<file path="src/rtl/jtframe_sdram64_sched_pkg.sv">
// Shared encodings for the SDRAM command-bus scheduler.
package jtframe_sdram64_sched_pkg;

  localparam int unsigned CMD_W   = 4;
  localparam int unsigned ADDR_W  = 13;
  localparam int unsigned BANK_W  = 2;
  localparam int unsigned NBANK   = 4;

  // SDRAM commands as {CS,RAS,CAS,WE}
  localparam logic [CMD_W-1:0] CMD_NOP       = 4'b0111;
  localparam logic [CMD_W-1:0] CMD_PRECHARGE = 4'b0010;
  localparam logic [CMD_W-1:0] CMD_REFRESH   = 4'b0001;

  // Precharge-all address: only A10 set
  localparam logic [ADDR_W-1:0] A_PRECH_ALL = 13'h0400;

  typedef enum logic [2:0] {
    ST_RUN      = 3'd0,
    ST_DRAIN    = 3'd1,
    ST_PRECH    = 3'd2,
    ST_WAIT_RP  = 3'd3,
    ST_REF      = 3'd4,
    ST_WAIT_RFC = 3'd5
  } rfsh_state_e;

  function automatic int unsigned max_u(input int unsigned a, input int unsigned b);
    return (a > b) ? a : b;
  endfunction

endpackage

</file>
<file path="src/rtl/jtframe_rr_arb4.sv">
// Combinational 4-way round-robin pick starting the search at ptr_i.
module jtframe_rr_arb4
  import jtframe_sdram64_sched_pkg::*;
(
  input  logic [3:0] req_i,
  input  logic [1:0] ptr_i,
  output logic [3:0] gnt_o,
  output logic [1:0] idx_o
);

  logic [1:0] cand;

  // Scan from the farthest offset down so the nearest requester to ptr wins
  always_comb begin
    gnt_o = '0;
    idx_o = ptr_i;
    cand  = ptr_i;
    for (int i = 3; i >= 0; i--) begin
      cand = ptr_i + 2'(i);
      if (req_i[cand]) begin
        gnt_o = 4'b0001 << cand;
        idx_o = cand;
      end
    end
  end

endmodule

</file>
<file path="src/rtl/jtframe_sdram64_sched.sv">
// Shares the SDRAM command bus between four bank controllers and inserts
// periodic precharge-all + auto-refresh sequences.
module jtframe_sdram64_sched
  import jtframe_sdram64_sched_pkg::*;
#(
  parameter int unsigned BANKS   = 4,
  parameter int unsigned REF_CYC = 780,
  parameter int unsigned TRP     = 3,
  parameter int unsigned TRFC    = 8
)(
  input  logic                     rst,
  input  logic                     clk,
  input  logic [BANKS-1:0]         br_i,
  input  logic [BANKS*CMD_W-1:0]   bank_cmd_i,
  input  logic [BANKS*ADDR_W-1:0]  bank_a_i,
  input  logic [BANKS-1:0]         bank_dbusy_i,
  input  logic [BANKS-1:0]         bank_dbusy64_i,
  input  logic [BANKS-1:0]         bank_dqm_i,
  input  logic [BANKS-1:0]         bank_pact_i,
  input  logic [BANKS-1:0]         bank_idle_i,
  output logic [BANKS-1:0]         bg_o,
  output logic                     all_dbusy_o,
  output logic                     all_dbusy64_o,
  output logic                     all_dqm_o,
  output logic                     all_act_o,
  output logic [BANKS-1:0]         set_prech_o,
  output logic [CMD_W-1:0]         sdram_cmd_o,
  output logic [ADDR_W-1:0]        sdram_a_o,
  output logic [BANK_W-1:0]        sdram_ba_o,
  output logic                     rfsh_busy_o
);

  localparam int unsigned REF_W      = $clog2(REF_CYC);
  localparam int unsigned WAIT_W     = max_u(1, $clog2(max_u(TRP, TRFC)));
  localparam int unsigned WAIT_RP_LD  = (TRP  > 1) ? TRP  - 2 : 0;
  localparam int unsigned WAIT_RFC_LD = (TRFC > 1) ? TRFC - 2 : 0;

  rfsh_state_e         state_q, state_d;
  logic [REF_W-1:0]    ref_cnt_q, ref_cnt_d;
  logic                pend_q, pend_d;
  logic [WAIT_W-1:0]   wcnt_q, wcnt_d;
  logic [BANK_W-1:0]   ptr_q, ptr_d;
  logic [CMD_W-1:0]    cmd_q, cmd_d;
  logic [ADDR_W-1:0]   a_q, a_d;
  logic [BANK_W-1:0]   ba_q, ba_d;
  logic [BANKS-1:0]    set_prech_q, set_prech_d;

  logic                ref_wrap;
  logic                grant_en;
  logic [NBANK-1:0]    arb_req;
  logic [NBANK-1:0]    arb_gnt;
  logic [BANK_W-1:0]   arb_idx;
  logic [CMD_W-1:0]    granted_cmd;
  logic [ADDR_W-1:0]   granted_a;
  logic [CMD_W-1:0]    fsm_cmd;
  logic [ADDR_W-1:0]   fsm_a;

  // New grants only while running with no refresh pending
  assign grant_en = (state_q == ST_RUN) && !pend_q;
  assign arb_req  = grant_en ? br_i : '0;

  jtframe_rr_arb4 u_arb (
    .req_i (arb_req),
    .ptr_i (ptr_q),
    .gnt_o (arb_gnt),
    .idx_o (arb_idx)
  );

  assign granted_cmd = bank_cmd_i[arb_idx*CMD_W +: CMD_W];
  assign granted_a   = bank_a_i[arb_idx*ADDR_W +: ADDR_W];

  // Shared busy flags are plain ORs, valid in every state
  assign all_dbusy_o   = |bank_dbusy_i;
  assign all_dbusy64_o = |bank_dbusy64_i;
  assign all_dqm_o     = |bank_dqm_i;
  assign all_act_o     = |bank_pact_i;

  assign bg_o        = arb_gnt;
  assign rfsh_busy_o = pend_q | (state_q != ST_RUN);

  assign sdram_cmd_o = cmd_q;
  assign sdram_a_o   = a_q;
  assign sdram_ba_o  = ba_q;
  assign set_prech_o = set_prech_q;

  // Next-state: refresh counter, refresh FSM, round-robin pointer, pin mux
  always_comb begin
    state_d     = state_q;
    wcnt_d      = wcnt_q;
    pend_d      = pend_q;
    ptr_d       = ptr_q;
    fsm_cmd     = CMD_NOP;
    fsm_a       = a_q;
    set_prech_d = '0;
    cmd_d       = CMD_NOP;
    a_d         = a_q;
    ba_d        = ba_q;

    ref_wrap  = (ref_cnt_q == REF_W'(REF_CYC - 1));
    ref_cnt_d = ref_wrap ? '0 : ref_cnt_q + REF_W'(1);
    if (ref_wrap) pend_d = 1'b1;

    case (state_q)
      ST_RUN: begin
        if (pend_q) state_d = ST_DRAIN;
      end
      ST_DRAIN: begin
        if ((&bank_idle_i) && !all_dbusy64_o && !all_act_o) state_d = ST_PRECH;
      end
      ST_PRECH: begin
        fsm_cmd     = CMD_PRECHARGE;
        fsm_a       = A_PRECH_ALL;
        set_prech_d = '1;
        if (TRP > 1) begin
          state_d = ST_WAIT_RP;
          wcnt_d  = WAIT_W'(WAIT_RP_LD);
        end else begin
          state_d = ST_REF;
        end
      end
      ST_WAIT_RP: begin
        if (wcnt_q == '0) state_d = ST_REF;
        else              wcnt_d  = wcnt_q - WAIT_W'(1);
      end
      ST_REF: begin
        fsm_cmd = CMD_REFRESH;
        pend_d  = 1'b0;
        if (TRFC > 1) begin
          state_d = ST_WAIT_RFC;
          wcnt_d  = WAIT_W'(WAIT_RFC_LD);
        end else begin
          state_d = ST_RUN;
        end
      end
      ST_WAIT_RFC: begin
        if (wcnt_q == '0) state_d = ST_RUN;
        else              wcnt_d  = wcnt_q - WAIT_W'(1);
      end
      default: state_d = ST_RUN;
    endcase

    if (|arb_gnt) begin
      cmd_d = granted_cmd;
      a_d   = granted_a;
      ba_d  = arb_idx;
      // Rotate only once the granted bank actually uses the bus
      if (granted_cmd != CMD_NOP) ptr_d = arb_idx + BANK_W'(1);
    end else begin
      cmd_d = fsm_cmd;
      a_d   = fsm_a;
    end
  end

  // Refresh FSM state register
  always_ff @(posedge clk or posedge rst) begin
    if (rst) state_q <= ST_RUN;
    else     state_q <= state_d;
  end

  // Counters, pointer and SDRAM pin registers
  always_ff @(posedge clk or posedge rst) begin
    if (rst) begin
      ref_cnt_q   <= '0;
      pend_q      <= 1'b0;
      wcnt_q      <= '0;
      ptr_q       <= '0;
      cmd_q       <= CMD_NOP;
      a_q         <= '0;
      ba_q        <= '0;
      set_prech_q <= '0;
    end else begin
      ref_cnt_q   <= ref_cnt_d;
      pend_q      <= pend_d;
      wcnt_q      <= wcnt_d;
      ptr_q       <= ptr_d;
      cmd_q       <= cmd_d;
      a_q         <= a_d;
      ba_q        <= ba_d;
      set_prech_q <= set_prech_d;
    end
  end

endmodule
</file>
<file path="config.mk">
export PLATFORM = sky130hd
export DESIGN_NAME = jtframe_sdram64_sched
export DESIGN_NICKNAME = d
export VERILOG_FILES = /design/src/rtl/jtframe_sdram64_sched_pkg.sv /design/src/rtl/jtframe_rr_arb4.sv /design/src/rtl/jtframe_sdram64_sched.sv
export SDC_FILE = /design/constraint.sdc
export NUM_CORES = 1
export LEC_CHECK = 0
export BUFFER_PORTS_ARGS = -buffer_cell sky130_fd_sc_hd__buf_2
export CORE_UTILIZATION = 50
export DETAILED_ROUTE_END_ITERATION = 10
export PLACE_DENSITY = 0.93
export SLEW_MARGIN = 20
export SYNTH_ARGS = -nofsm -noshare
export SYNTH_HDL_FRONTEND = slang
export SYNTH_SLANG_ARGS = --single-unit
</file>
<file path="constraint.sdc">
create_clock -name clk -period 4.6 [get_ports clk]
set_input_delay 0.46 -clock clk [delete_from_list [all_inputs] [get_ports clk]]
set_output_delay 0.46 -clock clk [all_outputs]
set_load 0.02 [all_outputs]
</file>
==> results.sh <==
export IMPL_rows=28
export IMPL_startpoint_type="flip-flop"
export IMPL_fillCellCount=467
export IMPL_final_common_cell="buf_2"
export IMPL_min_period_over_period=0.821
export IMPL_drt_iter0_drc=141
export IMPL_gp_congestion=0.926
export IMPL_dr_total_vias=2846
export IMPL_final_cell_mix="buf_2 (125), mux2i_1 (41), dfrtp_1 (36)"
export IMPL_synth_adder_area_share=0.0452
export IMPL_setup_viol=0
export IMPL_critical_path_class="flip-flop to output pin"
export IMPL_cp_max_fo=16
export IMPL_synth_compound_gate_area_share=0.151
export IMPL_initial_core_util=0.517
export IMPL_synthXorXnorAreaFrac=0.0201
export IMPL_layout_drive_gt1_share=0.430
export IMPL_dpl_hpwl_um=5940
export IMPL_drc=0
export IMPL_routedWlPerCell_um=16.0
export IMPL_ioPinCount=126
export IMPL_synth_edf_count=0
export IMPL_cts_hold_buf=0
export IMPL_dr_pass1_iters=5
export IMPL_htreeDepth=2
export IMPL_cts_root_buf="clkbuf_8"
export IMPL_port_buffers=125
export IMPL_ant_nets=0
export IMPL_worstMarginPinSlew_ps=695
export IMPL_synth_cell_area_um2=3050
export IMPL_synthSimpleGateAreaFrac=0.157
export IMPL_insertion_delay_ps=290
export IMPL_final_util=0.641
export IMPL_clk_pin_slew_ps=80
export IMPL_diodes=0
export IMPL_ys_types=53
export IMPL_hold_class="primary input to async pin"
export IMPL_syn_inst=305
export IMPL_hold_viol_final=0
export IMPL_die_area_um2=6410
export IMPL_critical_path_arrival_ps=3310
export IMPL_critPathRequiredTime_ps=4140
export IMPL_cts_buffers=5
export IMPL_layout_min_cycle_time_ps=3770
export IMPL_synth_seq_area_share=0.322
export IMPL_fin_cells=494
export IMPL_rsz0062_at_grt="false"
export IMPL_clock_sinks=39
export IMPL_end_kind="output pin"
export IMPL_yosysWarningCount=0
export IMPL_syn_nets=410
export IMPL_nets=523
export IMPL_fmax_mhz=265
export IMPL_post_cts_resized=0
export IMPL_grt_overflow=0
export IMPL_p_leak_uw=0.00183
export IMPL_max_cap_viol_count=0
export IMPL_grt_max_degree=40
export IMPL_via_per_inst=5.76
export IMPL_grt_pass1_vias=2682
export IMPL_coreArea_um2=5890
export IMPL_postCtsSetupRepairBufs=0
export IMPL_finClkSkew_ps=8.83
export IMPL_setup_tns_ps=0
export IMPL_die_w_um=80.0
export IMPL_grt_pass1_wl_um=12400
export IMPL_power_density_nw_per_um2=706
export IMPL_finalPower_uw=2660
export IMPL_syn_to_final_growth_pct=24.0
export IMPL_avgSynthCellArea_um2=9.98
export IMPL_peakVddDrop_v=0.000433
export IMPL_cts_buffer_depth=2
export IMPL_async_flop_share=1.00
export IMPL_track_usage=0.247
export IMPL_placed_cells=486
export IMPL_fp_dieH_um=80.0
export IMPL_antenna_found_initial=0
export IMPL_wirelength_um=7900
export IMPL_slew_headroom=0.536
export IMPL_synth_seq_cells=39
export IMPL_synth_top_family_by_area="multiplexers"
export IMPL_synthFlopType="dfrtp_1"
export IMPL_slew_violations=0
export IMPL_muxShareOfSynthArea=0.244
export IMPL_tritoncts="yes"
export IMPL_status="completed"
-- critical path, stage by stage, from the launching register on --
cell	delay, ps
dfrtp_1	780
inv_1	290
ha_1	600
mux4_2	460
nand2b_4	120
o221ai_1	140
a21oi_1	380
buf_2	240
-- synth_stat cells (all sizes together) (7+ instances only) --
master	number	area, um^2
nand3	18	95.1
nand2	13	48.8
ha	11	138
o21ai	22	110
mux2	23	259
nor2	14	52.6
buf	20	140
a21oi	16	95.1
a221oi	7	73.8
inv	9	33.8
mux2i	43	438
dfrtp	36	901
-- layout make-up --
cell class	count	area (um^2)	area share
clock buffers	5	68.8	0.0182
clock inverters	3	43.8	0.0116
inverters	9	33.8	0.00895
multi-input cells	234	1890	0.500
flip-flops and latches	39	980	0.260
well taps	75	93.8	0.0249
repair buffers	129	668	0.177
-- where the power goes --
| part | leakage [uW] | switching [uW] | total (uW) | internal (uW) |
|---|---|---|---|---|
| clock | 0.0000581 | 122 | 283 | 161 |
| combinational | 0.00129 | 1010 | 1810 | 800 |
| sequential | 0.000482 | 100 | 572 | 471 |
-- flip-flops by register name (all words and copies together) (netlist names) --
register	cells
pend_q	1
ptr_q	2
ref_cnt_q	10
sdram_a_o	13
sdram_ba_o	2
sdram_cmd_o	4
set_prech_o	1
state_q	3
wcnt_q	3
-- worst paths after layout --
check                                 end          from  cells after the start  slack [ps]
max reg2reg                  sdram_a_o[6]      ptr_q[0]                     10         840
max in group asynchronous  sdram_cmd_o[1]           rst                      3        3970
min reg2reg                  sdram_a_o[5]  sdram_a_o[5]                      2         500
max                               bg_o[1]      ptr_q[0]                      7         830
min in group clk             sdram_a_o[5]  sdram_a_o[5]                      2         500
min                             wcnt_q[0]           rst                      3         270
-- cell families after synthesis --
family | count (synthesis)
multiplexers | 68
flip-flops | 39
adder cells (fa/ha/maj) | 11
buffers and inverters | 32
AND/OR/NAND/NOR | 80
XOR/XNOR | 7
AO/OA/AOI/OAI | 68
-- per-layer routing --
| metal | up-vias | wire, um | part of all wire | track usage |
|---|---|---|---|---|
| met2 | 91 | 4280 | 0.54 | 0.450 |
| met3 | 18 | 415 | 0.053 | 0.0446 |
| met1 | 1376 | 3070 | 0.39 | 0.292 |
| li1 | 1361 | - | - | - |
| met4 | 0 | 140 | 0.018 | 0.0732 |
| met5 | - | 0 | 0 | 0 |
-- per-stage QoR --
stage / setup WS, ps / hold WS [ps] / instance area (um^2)
after floorplan: 1380 / 455 / 3050
after global placement: 1100 / 477 / 3660
after detailed placement: 842 / 485 / 3660
after CTS: 834 / 289 / 3770
after global routing: 584 / 334 / 3770
final: 826 / 274 / 3770
Power figures use the tool's default switching activity.
